File: config.mk
export PLATFORM = sky130hd
export DESIGN_NAME = sm83_int_ctl_flat
export DESIGN_NICKNAME = d
export VERILOG_FILES = /design/src/rtl/sm83_pkg.sv /design/src/rtl/sm83_int_ctl_if.sv /design/src/rtl/sm83_irq_prio.sv /design/src/rtl/sm83_int_ctl.sv /design/src/flat_wrapper.sv
export SDC_FILE = /design/constraint.sdc
export NUM_CORES = 1
export LEC_CHECK = 0
export ABC_AREA = 1
export CAP_MARGIN = 20
export CORE_MARGIN = 3
export CORE_UTILIZATION = 38
export DETAILED_ROUTE_END_ITERATION = 16
export DONT_BUFFER_PORTS = 1
export GPL_ROUTABILITY_DRIVEN = 0
export SLEW_MARGIN = 15
export SYNTH_ARGS = -nofsm -noshare
export SYNTH_HDL_FRONTEND = slang
export SYNTH_SLANG_ARGS = --single-unit
File: constraint.sdc
create_clock -name clk -period 1.4 [get_ports clk]
set_clock_uncertainty 0.05 [all_clocks]
set_input_delay 0.21 -clock clk [delete_from_list [all_inputs] [get_ports clk]]
set_output_delay 0.21 -clock clk [all_outputs]
set_load 0.005 [all_outputs]
File: src/rtl/sm83_pkg.sv
// Shared types and constants for the sm83 interrupt controller slice.
package sm83_pkg;

    localparam int NUM_IRQS    = 8;
    localparam int IDX_W       = $clog2(NUM_IRQS);
    localparam int DISP_CYCLES = 5;
    localparam logic [7:0] VEC_BASE = 8'h40;

    typedef logic [7:0]          word_t;
    typedef logic [NUM_IRQS-1:0] irq_t;
    typedef logic [IDX_W-1:0]    idx_t;

    typedef enum logic [1:0] {
        RUN      = 2'd0,
        HALT     = 2'd1,
        DISPATCH = 2'd2
    } int_state_t;

    // Restart vector low byte for request n; wraps modulo 256.
    function automatic word_t vec_of(input idx_t n);
        vec_of = VEC_BASE + word_t'({n, 3'b000});
    endfunction

endpackage

File: src/rtl/sm83_int_ctl_if.sv
// Control-unit side of the interrupt controller: request/instruction inputs and dispatch outputs.
interface sm83_int_ctl_if;
    import sm83_pkg::*;

    logic        t4;
    irq_t        irq;
    logic        instr_end;
    logic        ctl_ei;
    logic        ctl_di;
    logic        ctl_reti;
    logic        ctl_halt;
    irq_t        iack;
    logic        int_dispatch;
    logic [2:0]  disp_m;
    word_t       vector;
    logic        halted;
    logic        halt_bug;
    logic        ime;

    modport master (
        output t4, irq, instr_end, ctl_ei, ctl_di, ctl_reti, ctl_halt,
        input  iack, int_dispatch, disp_m, vector, halted, halt_bug, ime
    );

    modport slave (
        input  t4, irq, instr_end, ctl_ei, ctl_di, ctl_reti, ctl_halt,
        output iack, int_dispatch, disp_m, vector, halted, halt_bug, ime
    );

endinterface

File: src/rtl/sm83_irq_prio.sv
// Combinational lowest-index-wins priority encoder over the request lines.
module sm83_irq_prio
    import sm83_pkg::*;
(
    input  irq_t irq,
    output logic valid,
    output idx_t index,
    output irq_t onehot
);

    // Isolate the lowest set bit, then encode its position.
    always_comb begin
        valid  = |irq;
        onehot = irq & (~irq + irq_t'(1'b1));
        index  = {IDX_W{1'b0}};
        for (int i = 0; i < NUM_IRQS; i++) begin
            index = index | (onehot[i] ? idx_t'(i) : {IDX_W{1'b0}});
        end
    end

endmodule

File: src/rtl/sm83_int_ctl.sv
// Interrupt sequencer: IME/EI delay tracking, HALT and HALT-bug handling, 5 M-cycle dispatch.
module sm83_int_ctl
    import sm83_pkg::*;
(
    input  logic          clk,
    input  logic          reset,
    sm83_int_ctl_if.slave bus
);

    localparam logic [2:0] DISP_SAMPLE = 3'd2;
    localparam logic [2:0] DISP_LAST   = 3'(DISP_CYCLES - 1);

    int_state_t  state_q, state_d;
    logic        ime_q, ime_d;
    logic        ime_pend_q, ime_pend_d;
    irq_t        iack_q, iack_d;
    logic        int_dispatch_q, int_dispatch_d;
    logic [2:0]  disp_m_q, disp_m_d;
    word_t       vector_q, vector_d;
    logic        halted_q, halted_d;
    logic        halt_bug_q, halt_bug_d;

    logic        prio_valid;
    idx_t        prio_index;
    irq_t        prio_onehot;
    logic        ime_eff;
    logic        take;

    sm83_irq_prio u_prio (
        .irq    (bus.irq),
        .valid  (prio_valid),
        .index  (prio_index),
        .onehot (prio_onehot)
    );

    assign ime_eff = (ime_q | ime_pend_q | bus.ctl_reti) & ~bus.ctl_di;
    assign take    = bus.instr_end & ime_eff & prio_valid;

    // Next-state and output computation; only t4 edges advance anything.
    always_comb begin
        state_d        = state_q;
        ime_d          = ime_q;
        ime_pend_d     = ime_pend_q;
        iack_d         = iack_q;
        int_dispatch_d = int_dispatch_q;
        disp_m_d       = disp_m_q;
        vector_d       = vector_q;
        halted_d       = halted_q;
        halt_bug_d     = halt_bug_q;
        if (bus.t4) begin
            halt_bug_d = 1'b0;
            case (state_q)
                RUN: begin
                    if (bus.instr_end) begin
                        if (bus.ctl_di) begin
                            ime_d      = 1'b0;
                            ime_pend_d = 1'b0;
                        end else if (bus.ctl_reti) begin
                            ime_d = 1'b1;
                        end else if (bus.ctl_ei) begin
                            ime_pend_d = 1'b1;
                        end else if (ime_pend_q) begin
                            ime_d      = 1'b1;
                            ime_pend_d = 1'b0;
                        end else begin
                            ime_d = ime_q;
                        end
                        if (take) begin
                            state_d        = DISPATCH;
                            int_dispatch_d = 1'b1;
                            disp_m_d       = 3'd0;
                            ime_d          = 1'b0;
                            ime_pend_d     = 1'b0;
                        end else if (bus.ctl_halt && prio_valid && !ime_eff) begin
                            halt_bug_d = 1'b1;
                        end else if (bus.ctl_halt) begin
                            state_d  = HALT;
                            halted_d = 1'b1;
                        end else begin
                            state_d = RUN;
                        end
                    end else begin
                        state_d = RUN;
                    end
                end
                HALT: begin
                    if (prio_valid) begin
                        halted_d = 1'b0;
                        if (ime_q) begin
                            state_d        = DISPATCH;
                            int_dispatch_d = 1'b1;
                            disp_m_d       = 3'd0;
                            ime_d          = 1'b0;
                            ime_pend_d     = 1'b0;
                        end else begin
                            state_d = RUN;
                        end
                    end else begin
                        state_d = HALT;
                    end
                end
                DISPATCH: begin
                    // The sample follows the high-byte push so an IE write there is honoured.
                    if (disp_m_q == DISP_SAMPLE) begin
                        vector_d = prio_valid ? vec_of(prio_index) : 8'h00;
                        iack_d   = prio_onehot;
                    end else begin
                        iack_d = {NUM_IRQS{1'b0}};
                    end
                    if (disp_m_q == DISP_LAST) begin
                        state_d        = RUN;
                        int_dispatch_d = 1'b0;
                        disp_m_d       = 3'd0;
                    end else begin
                        disp_m_d = disp_m_q + 3'd1;
                    end
                end
                default: begin
                    state_d        = RUN;
                    int_dispatch_d = 1'b0;
                    disp_m_d       = 3'd0;
                    iack_d         = {NUM_IRQS{1'b0}};
                    halted_d       = 1'b0;
                end
            endcase
        end else begin
            halt_bug_d = halt_bug_q;
        end
    end

    // State and output registers with synchronous reset.
    always_ff @(posedge clk) begin
        if (reset) begin
            state_q        <= RUN;
            ime_q          <= 1'b0;
            ime_pend_q     <= 1'b0;
            iack_q         <= {NUM_IRQS{1'b0}};
            int_dispatch_q <= 1'b0;
            disp_m_q       <= 3'd0;
            vector_q       <= 8'h00;
            halted_q       <= 1'b0;
            halt_bug_q     <= 1'b0;
        end else begin
            state_q        <= state_d;
            ime_q          <= ime_d;
            ime_pend_q     <= ime_pend_d;
            iack_q         <= iack_d;
            int_dispatch_q <= int_dispatch_d;
            disp_m_q       <= disp_m_d;
            vector_q       <= vector_d;
            halted_q       <= halted_d;
            halt_bug_q     <= halt_bug_d;
        end
    end

    assign bus.iack         = iack_q;
    assign bus.int_dispatch = int_dispatch_q;
    assign bus.disp_m       = disp_m_q;
    assign bus.vector       = vector_q;
    assign bus.halted       = halted_q;
    assign bus.halt_bug     = halt_bug_q;
    assign bus.ime          = ime_q;

endmodule

File: src/flat_wrapper.sv
// flat-port wrapper written by rule: the top's interface ports become plain ports
module sm83_int_ctl_flat import sm83_pkg::*;
  (clk, reset, bus_t4, bus_irq, bus_instr_end, bus_ctl_ei, bus_ctl_di, bus_ctl_reti, bus_ctl_halt, bus_iack, bus_int_dispatch, bus_disp_m, bus_vector, bus_halted, bus_halt_bug, bus_ime);
  sm83_int_ctl_if bus_i ();
  input  logic clk;
  input  logic reset;
  input wire logic [$bits(bus_i.t4)-1:0] bus_t4;
  input wire logic [$bits(bus_i.irq)-1:0] bus_irq;
  input wire logic [$bits(bus_i.instr_end)-1:0] bus_instr_end;
  input wire logic [$bits(bus_i.ctl_ei)-1:0] bus_ctl_ei;
  input wire logic [$bits(bus_i.ctl_di)-1:0] bus_ctl_di;
  input wire logic [$bits(bus_i.ctl_reti)-1:0] bus_ctl_reti;
  input wire logic [$bits(bus_i.ctl_halt)-1:0] bus_ctl_halt;
  output wire logic [$bits(bus_i.iack)-1:0] bus_iack;
  output wire logic [$bits(bus_i.int_dispatch)-1:0] bus_int_dispatch;
  output wire logic [$bits(bus_i.disp_m)-1:0] bus_disp_m;
  output wire logic [$bits(bus_i.vector)-1:0] bus_vector;
  output wire logic [$bits(bus_i.halted)-1:0] bus_halted;
  output wire logic [$bits(bus_i.halt_bug)-1:0] bus_halt_bug;
  output wire logic [$bits(bus_i.ime)-1:0] bus_ime;
  assign bus_i.t4 = bus_t4;
  assign bus_i.irq = bus_irq;
  assign bus_i.instr_end = bus_instr_end;
  assign bus_i.ctl_ei = bus_ctl_ei;
  assign bus_i.ctl_di = bus_ctl_di;
  assign bus_i.ctl_reti = bus_ctl_reti;
  assign bus_i.ctl_halt = bus_ctl_halt;
  assign bus_iack = bus_i.iack;
  assign bus_int_dispatch = bus_i.int_dispatch;
  assign bus_disp_m = bus_i.disp_m;
  assign bus_vector = bus_i.vector;
  assign bus_halted = bus_i.halted;
  assign bus_halt_bug = bus_i.halt_bug;
  assign bus_ime = bus_i.ime;
  sm83_int_ctl u_core (.clk(clk), .reset(reset), .bus(bus_i));
endmodule
==> results.json, run 1 <==
{
  "synth_top_family_by_area": "simple AND/OR/NAND/NOR gates",
  "grt_use_total": 0.1549,
  "antenna_left": 0,
  "hold_buffers": 1,
  "drtIter0Drc": 69,
  "yosysUniqueCellTypes": 28,
  "core_area_um2": 3153,
  "finalSetupTns_ns": 0,
  "hold_viol": 15,
  "clk_path_buf_depth": 2,
  "layout_commonest_cell": "nand2_1",
  "clk_pin_slew_ns": 0.13,
  "fin_nets": 218,
  "numPortBuffers": 0,
  "required_ns": 1.61,
  "fp.dieH_um": 64.27,
  "critPathCaptureType": "flip-flop",
  "cts_tree": "done",
  "max_freq_mhz": 745.5,
  "cp.arrival_ns": 1.55,
  "cts_buffers": 3,
  "synth_xor_area_frac": 0,
  "antenna_found_initial": 0,
  "total_power_uw": 1243,
  "ctsHtreeMaxLevel": 1,
  "stdcell_area_um2": 1476,
  "layout-drive-gt1-share": 0.2475,
  "antennaDiodeCount": 0,
  "combPwrFrac": 0.177,
  "yosys.area_share.simple": 0.3996,
  "peakVddDrop_mv": 0.4114,
  "num_io_pins": 39,
  "ff2ff_path_depth": 6,
  "critPathKind": "reg2reg",
  "grt_remaining_overflow": 0,
  "die_area_um2": 4130,
  "grt_pass1_vias": 1192,
  "cts_sinks": 22,
  "power_switching_uw": 354.8,
  "synth_compound_area_frac": 0.1319,
  "min_path_type": "in2reg",
  "p_per_area_nw_per_um2": 841.9,
  "power.share.clock": 0.293,
  "synth_warnings": 0,
  "dp_hpwl_um": 2346,
  "rsz0062_at_grt": "true",
  "insertion_delay_ns": 0.31,
  "setup_viol": 0,
  "seq_power_share": 0.531,
  "crit_fanout": 7,
  "first_pass_iters": 4,
  "route.vias.total": 1239,
  "placed_area_um2": 1364,
  "wl_um": 3147,
  "grt_max_degree": 17,
  "start_util": 0.4091,
  "post-route-util": 0.4683,
  "drc": 0,
  "post_drt_via_cell_ratio": 5.120,
  "netlist_area_um2": 1290,
  "rows": 20,
  "die_w_um": 64.27,
  "syn_area_per_cell_um2": 6.898,
  "drv_slew": 0,
  "whs_ns": -0.1135,
  "finalCriticalPeriod_ns": 1.341,
  "synthAdderAreaFrac": 0.02910,
  "wire_per_inst_um": 13.00,
  "period_share": 0.9582,
  "ys_seq_elements": 22,
  "hold_depth": 1,
  "clockRootBuffer": "clkbuf_4",
  "power_leakage_uw": 0.0006142,
  "synth-seq-area-share": 0.3414,
  "grt_pass1_wl_um": 5175,
  "layout_common_cells": "42 x nand2_1, 20 x nand3_1, 19 x nor2_1",
  "syn2layout_area_growth_pct": 14.45,
  "violations": "hold timing",
  "p_int_uw": 888.2,
  "start_kind": "flip-flop",
  "drv_cap": 0,
  "postSynthCellCount": 187,
  "synth_mux_area_frac": 0,
  "netSwitchingFraction": 0.2854,
  "status": "finished, violations left"
}
## per-stage QoR
stage / instances / setup slack, ns
4_1_cts: 240 / 0.004094
2_1_floorplan: 190 / 0.1468
3_5_place_dp: 234 / 0.006626
3_3_place_gp: 234 / 0.04755
5_1_grt: 242 / -0.01563
6_report: 242 / 0.05855
## cell families (layout without fill, tap and decap cells)
group / Yosys count / in the layout
other: 1 / 4
buffers and inverters: 28 / 36
and+or+nand+nor: 105 / 105
DFF: 22 / 22
AOI/OAI and AO/OA: 28 / 28
adders and majority gates: 3 / 3
## Yosys cell counts, drive strengths merged
| cell type | number | area [um2] |
|---|---|---|
| nand2 | 48 | 202.7 |
| o21ai | 6 | 33.78 |
| a2bb2oi | 2 | 17.52 |
| o31ai | 1 | 7.510 |
| nand3 | 21 | 105.1 |
| buf | 4 | 30.03 |
| dfxtp | 22 | 440.4 |
| inv | 21 | 81.33 |
| nor2 | 27 | 133.9 |
| ha | 3 | 37.54 |
| a21boi | 1 | 18.77 |
| a211oi | 1 | 7.510 |
| clkbuf | 2 | 7.510 |
| or2 | 1 | 6.260 |
| a21oi | 17 | 85.08 |
| conb | 1 | 3.750 |
| clkinv | 1 | 3.750 |
| and3 | 1 | 7.510 |
| nand4 | 6 | 52.55 |
| nand3b | 1 | 7.510 |
## flip-flops by register name, indices dropped and copies added (netlist names)
register,count
u_core.ime_pend_q,1
u_core.bus.iack,8
u_core.bus.halted,1
u_core.bus.vector,4
u_core.state_q,2
u_core.bus.disp_m,3
u_core.bus.halt_bug,1
u_core.bus.ime,1
u_core.bus.int_dispatch,1
## power by group through the flow
stage          registers (uW)  clock network, uW  logic (uW)
3_5_place_dp              673                  0         204
6_report                  660                364         220
2_1_floorplan             672                  0         163
3_3_place_gp              673                  0         201
5_1_grt                   662                404         246
4_1_cts                   659                369         208
## final cells by class
| class | count | area (um2) |
|---|---|---|
| clock buffer | 4 | 36.28 |
| sequential | 22 | 451.7 |
| inverter | 22 | 85.08 |
| multi-input combinational | 140 | 770.7 |
| timing repair inverter | 1 | 7.507 |
| fill | 343 | 1677 |
| timing repair buffer | 9 | 70.07 |
| tap | 44 | 55.05 |
## critical path, cell delays in order, from the launching register on
cell and delay (ns):
dfxtp_2 0.37, inv_2 0.07, ha_2 0.19, nand4_4 0.19, buf_4 0.20, a2bb2oi_1 0.13
nor2_1 0.09
## timing repair
item / in CTS / in global routing
endpoints found under the hold margin: 16 / 15
pin swaps: 0 / 4
setup endpoints to repair: 1 / 20
cloned: 1 / 0
resized for setup: 2 / 18
buffers inserted: 0 / 2
## path summary, 6_finish.rpt
| path | start | end | slack [ns] |
|---|---|---|---|
| worst max-delay path | u_core.bus.disp_m[0]$_SDFFE_PP0P_ | u_core.bus.iack[5]$_SDFFE_PP0P_ | 0.06 |
| worst min register to register | u_core.bus.halted$_SDFFE_PP0P_ | u_core.bus.halted$_SDFFE_PP0P_ | 0.43 |
| worst max register to register | u_core.bus.disp_m[0]$_SDFFE_PP0P_ | u_core.bus.iack[5]$_SDFFE_PP0P_ | 0.06 |
| worst min-delay path | reset | u_core.bus.disp_m[1]$_SDFFE_PP0P_ | -0.11 |
## per-layer routing
metal	track usage	up-vias	share of wire
met1	0.2024	580	0.45
met4	0.03958	0	0.0089
met3	0.04569	4	0.069
met5	0	-	0
met2	0.2487	29	0.47
li1	-	626	-
Power figures use the tool's default switching activity.
==> run 2, diff against run 1 <==
==> constraint.sdc (replaced) <==
create_clock -name clk -period 1.4 [get_ports clk]
set_clock_uncertainty 0.05 [all_clocks]
set_input_delay 0.21 -clock clk [delete_from_list [all_inputs] [get_ports clk]]
set_output_delay 0.21 -clock clk [all_outputs]
set_load 0.05 [all_outputs]
==> run 2 against run 1 <==
Against the previous run: the flow now finishes without violations; first-iteration DRC count grew 45%; clock-buffer cell count shrank 1; register-to-register slack is essentially flat; non-clock buffer count grew 22; core utilization grew 5.4 points; final cell count grew 8.7%; global-route usage grew 1.4 points; clock power grew 39%.
==> results.json, run 2 (synthesis results as in run 1) <==
{
  "route.vias.total": 1311,
  "critPathCaptureType": "flip-flop",
  "hold_viol": 0,
  "reg2reg_slack_ns": 0.05,
  "required_ns": 1.58,
  "clk_pin_slew_ns": 0.13,
  "finalSetupTns_ns": 0,
  "drv_cap": 0,
  "cts_tree": "done",
  "syn2layout_area_growth_pct": 27.74,
  "antennaDiodeCount": 0,
  "peakVddDrop_mv": 0.4022,
  "min_path_type": "in2reg",
  "status": "finished clean",
  "cts_sinks": 22,
  "antenna_left": 0,
  "die_area_um2": 4130,
  "grt_remaining_overflow": 0,
  "grt_pass1_wl_um": 5575,
  "ctsHtreeMaxLevel": 1,
  "crit_path_cell_trace": "nor2_4 -> inv_2 -> nor2_1 -> nand4_1 -> nand2_1 -> nand2_1 -> nand2_1 -> nor2_1",
  "drc": 0,
  "max_freq_mhz": 741.4,
  "post_drt_via_cell_ratio": 4.985,
  "fin_ws_ns": 0.05112,
  "crit_fanout": 6,
  "antenna_found_initial": 0,
  "setup_viol": 0,
  "grt_max_degree": 16,
  "grt_pass1_vias": 1294,
  "slowest_stage": "dfxtp_4",
  "critPathKind": "reg2reg",
  "timing.rr.end": "u_core.state_q[1]$_SDFFE_PP0P_",
  "start_kind": "flip-flop",
  "wl_um": 3410,
  "layout_common_cells": "42 x nand2_1, 25 x buf_4, 22 x nor2_1",
  "die_w_um": 64.27,
  "placed_area_um2": 1465,
  "cpMostUsedCell": "nand2_1",
  "worstReg2RegStart": "u_core.state_q[0]$_SDFFE_PP0P_",
  "clockRootBuffer": "clkbuf_4",
  "grt_use_total": 0.1691,
  "stdcell_area_um2": 1648,
  "num_io_pins": 39,
  "fin_nets": 239,
  "insertion_delay_ns": 0.32,
  "relSlewSlack": 0.6400,
  "first_pass_iters": 4,
  "min_from": "bus_irq[6]",
  "hold_depth": 2,
  "largest_reg_flops": 8,
  "fillers": 329,
  "rows": 20,
  "dp_hpwl_um": 2475,
  "cp.arrival_ns": 1.53,
  "core_area_um2": 3153,
  "fp.dieH_um": 64.27,
  "ff2ff_path_depth": 8,
  "layout_commonest_cell": "nand2_1",
  "whs_endpoint": "u_core.bus.iack[6]$_SDFFE_PP0P_",
  "start_util": 0.4091,
  "rsz0062_at_grt": "true",
  "layout-drive-gt1-share": 0.2648,
  "power_leakage_uw": 0.0007484,
  "tightest_slew_ns": 0.5382,
  "finalCriticalPeriod_ns": 1.349,
  "clk_path_buf_depth": 2,
  "numPortBuffers": 0,
  "max_stage_delay_ns": 0.40,
  "pre_cts_ws_ns": -0.02107,
  "p_per_area_nw_per_um2": 887.5,
  "wire_per_inst_um": 12.97,
  "drtIter0Drc": 100,
  "cts_buffers": 3,
  "period_share": 0.9635,
  "critPathLaunch": "u_core.state_q[0]$_SDFFE_PP0P_",
  "drv_slew": 0
}
[run 2: cell count changes in the layout (fill, tap and decap cells not counted), sizes merged]
| cell | delta |
|---|---|
| clkinvlp | -1 |
| bufinv | +1 |
| buf | +17 |
| clkbuf | -1 |
| clkinv | +1 |
| inv | -1 |
| dlygate4sd3 | +5 |
[run 2: critical path: cells and delay by family (launching register included)]
kind / cells / cell delay [ns]
flops: 1 / 0.40
buf+inv: 1 / 0.07
simple gates: 7 / 0.75
[run 2: per-stage QoR]
step / util / hold WS [ns] / cells / power [uW]
2_1_floorplan: - / 0.2554 / 190 / 890.3
3_3_place_gp: 0.4647 / 0.2255 / 247 / 920.1
3_5_place_dp: 0.4647 / 0.2268 / 247 / 925.4
4_1_cts: 0.4980 / 0.003585 / 256 / 1441
5_1_grt: 0.5226 / 0.007241 / 263 / 1529
6_report: 0.5226 / 0.01091 / 263 / 1462
[run 2: worst max-delay path by stage]
stage                                           end
2_1_floorplan     u_core.bus.disp_m[0]$_SDFFE_PP0P_
3_3_place_gp            u_core.bus.ime$_SDFFE_PP0P_
3_5_place_dp   u_core.bus.int_dispatch$_SDFFE_PP0P_
4_1_cts              u_core.state_q[1]$_SDFFE_PP0P_
5_1_grt              u_core.ime_pend_q$_SDFFE_PP0P_
6_report             u_core.state_q[1]$_SDFFE_PP0P_
[run 2: timing repair]
action | 4_1_cts | 5_1_grt
pin swaps | 0 | 7
hold buffers | 5 | 1
hold endpoints to repair | 16 | 1
setup buffers | 0 | 6
gates resized for setup | 2 | 11
setup endpoints to repair | 7 | 15
[run 2: metal layers]
layer | track usage | share of wire | vias up
met1 | 0.2041 | 0.44 | 598
met2 | 0.2771 | 0.47 | 41
met3 | 0.05448 | 0.084 | 6
met5 | 0 | 0 | -
li1 | - | - | 666
met4 | 0.06596 | 0.012 | 0
[run 2: report_power, final]
| part | total, uW | internal (uW) | switching [uW] | leakage, uW |
|---|---|---|---|---|
| registers | 666 | 642 | 24.0 | 0.000182 |
| clock network | 507 | 290 | 218 | 0.0000279 |
| logic | 289 | 99.1 | 190 | 0.000539 |
| total | 1460 | 1030 | 431 | 0.000748 |
[run 2: layout make-up]
cell class                 instances  area, um2  share of cell area
tap                               44      55.05             0.03341
multi-input combinational        140      749.5              0.4548
clock buffer                       3      22.52             0.01367
timing repair buffer              31      247.7              0.1503
inverter                          22      87.58             0.05315
clock inverter                     1      30.03             0.01822
sequential                        22      455.4              0.2764
==> run 3, diff against run 2 <==
--- a/config.mk
+++ b/config.mk
@@ -8,10 +8,12 @@
 export ABC_AREA = 1
 export CAP_MARGIN = 20
 export CORE_MARGIN = 3
-export CORE_UTILIZATION = 38
+export CORE_UTILIZATION = 60
 export DETAILED_ROUTE_END_ITERATION = 16
 export DONT_BUFFER_PORTS = 1
 export GPL_ROUTABILITY_DRIVEN = 0
+export PLACE_DENSITY = 0.76
+export RECOVER_POWER = 50
 export SLEW_MARGIN = 15
 export SYNTH_ARGS = -nofsm -noshare
 export SYNTH_HDL_FRONTEND = slang
==> run 3 against run 2 <==
Against the previous run: the run now ends with setup timing left; combinational power about the same; critical path depth decreased by 1; global-route usage increased by 8.5 points; core utilization increased by 28 points; sequential cell count unchanged; via count increased by 2.0%; die area decreased by 34%; total power decreased by 0.79%; highest routed layer unchanged.
==> results.json, run 3 (synthesis results as in run 1) <==
{
  "status": "finished, violations left",
  "violations": "setup timing",
  "syn2layout_area_growth_pct": 23.96,
  "numPortBuffers": 0,
  "drv_slew": 0,
  "required_ns": 1.58,
  "fillers": 146,
  "antennaDiodeCount": 0,
  "clk_path_buf_depth": 2,
  "drtIter0Drc": 48,
  "p_per_area_nw_per_um2": 907.4,
  "critPathLaunch": "u_core.state_q[1]$_SDFFE_PP0P_",
  "clk_pin_slew_ns": 0.13,
  "wire_per_inst_um": 13.22,
  "critPathKind": "reg2reg",
  "hold_viol": 0,
  "cp.arrival_ns": 1.60,
  "worstReg2RegStart": "u_core.state_q[1]$_SDFFE_PP0P_",
  "fin_ws_ns": -0.01595,
  "die_w_um": 52.37,
  "wl_um": 3238,
  "peakVddDrop_mv": 0.6955,
  "core_area_um2": 2002,
  "wl_met3_um": 231,
  "setup_viol": 1,
  "layout-drive-gt1-share": 0.2661,
  "max_freq_mhz": 706.2,
  "cpMostUsedCell": "nor2_4",
  "post_drt_via_cell_ratio": 5.457,
  "wl_met1_um": 1412,
  "wl_met2_um": 1542,
  "relSlewSlack": 0.6100,
  "drv_cap": 0,
  "grt_use_total": 0.2542,
  "antenna_left": 0,
  "ctsHtreeMaxLevel": 1,
  "tightest_slew_ns": 0.5831,
  "slowest_stage": "dfxtp_4",
  "crit_family": "compound AO/OA/AOI/OAI gates",
  "crit_path_cell_trace": "nor2_4 -> buf_12 -> a21boi_4 -> o21ai_2 -> nor2_4 -> nand3_1 -> a21oi_1",
  "clockRootBuffer": "clkbuf_4",
  "die_area_um2": 2742,
  "max_stage_delay_ns": 0.40,
  "post-route-util": 0.7988,
  "insertion_delay_ns": 0.30,
  "crit_fanout": 6,
  "route.vias.total": 1337,
  "fp.dieH_um": 52.37,
  "finalCriticalPeriod_ns": 1.416,
  "start_util": 0.6444,
  "min_from": "bus_irq[6]",
  "first_pass_iters": 4,
  "critPathBufInv": 1,
  "fin_nets": 238,
  "layout_commonest_cell": "nand2_1",
  "cts_buffers": 3,
  "drc": 0,
  "cts_tree": "done",
  "cts_sinks": 22,
  "layout_common_cells": "41 x nand2_1, 22 x nor2_1, 21 x nand3_1",
  "rows": 16,
  "antenna_found_initial": 0,
  "grt_pass1_wl_um": 5292,
  "power_leakage_uw": 0.0007304,
  "start_kind": "flip-flop",
  "num_io_pins": 39,
  "dr.max_layer_used": "met4",
  "min_path_type": "in2reg",
  "grt_remaining_overflow": 0,
  "finalSetupTns_ns": -0.01595,
  "grt_max_degree": 16,
  "dp_hpwl_um": 2340,
  "critPathCaptureType": "flip-flop",
  "largest_reg_flops": 8,
  "grt_pass1_vias": 1213,
  "rsz0062_at_grt": "true",
  "period_share": 1.011
}
[run 3: cell count changes in the layout (fill, tap and decap cells not counted), sizes merged]
cell / previous run / this run
clkbuf: 3 / 13
dlygate4sd3: 6 / 5
buf: 25 / 14
clkinv: 2 / 3
[run 3: power breakdown]
part           switching, uW  leakage [uW]  internal [uW]
sequential              33.4      0.000181            642
clock                    196     0.0000279            289
combinational            185      0.000521            105
total                    415      0.000730           1040
[run 3: per-stage QoR]
step	hold WS, ns	setup WS, ns	std cells	cell area, um2	power (uW)
2_1_floorplan	0.2554	0.01926	190	1305	890.3
3_3_place_gp	0.2246	0.03265	231	1451	918.1
3_5_place_dp	0.2255	-0.01784	231	1451	925.9
4_1_cts	0.005165	0.004514	240	1556	1422
5_1_grt	0.01826	-0.1069	245	1599	1510
6_report	0.009022	-0.01595	245	1599	1451
[run 3: path summary, 6_finish.rpt]
kind | to | slack (ns) | cells past startpoint
setup / recovery | u_core.bus.disp_m[0]$_SDFFE_PP0P_ | -0.02 | 7
hold / removal | u_core.bus.iack[6]$_SDFFE_PP0P_ | 0.009 | 2
setup reg to reg | u_core.bus.disp_m[0]$_SDFFE_PP0P_ | -0.02 | 7
hold reg to reg | u_core.bus.iack[1]$_SDFFE_PP0P_ | 0.42 | 2
[run 3: worst register-to-register path, delay by kind of cell (launching register included)]
| family | cells | cell delay, ns |
|---|---|---|
| compound gates | 3 | 0.45 |
| buf+inv | 1 | 0.12 |
| flops | 1 | 0.40 |
| simple gates | 3 | 0.33 |
[run 3: repair_timing]
item | in CTS | in global routing
gates cloned | 0 | 1
gates resized for setup | 3 | 9
hold buffers | 4 | 1
setup endpoints to repair | 5 | 19
hold endpoints to repair | 16 | 1
setup buffers | 1 | 3
pin swaps | 3 | 4
[run 3: layout make-up]
type	instances	area, um2	share of cell area
Clock buffer	3	22.52	0.01408
Sequential cell	22	451.7	0.2825
Clock inverter	1	30.03	0.01878
Multi-Input combinational cell	140	750.7	0.4695
Tap cell	27	33.78	0.02113
Inverter	22	87.58	0.05477
Timing Repair Buffer	29	217.7	0.1362
Timing Repair inverter	1	5.005	0.003130
[run 3: metal layers]
metal  track usage  up-vias
li1              -      666
met1        0.3287      600
met2        0.4256       62
met3       0.05128        9
met4       0.06809        0
met5             0        -
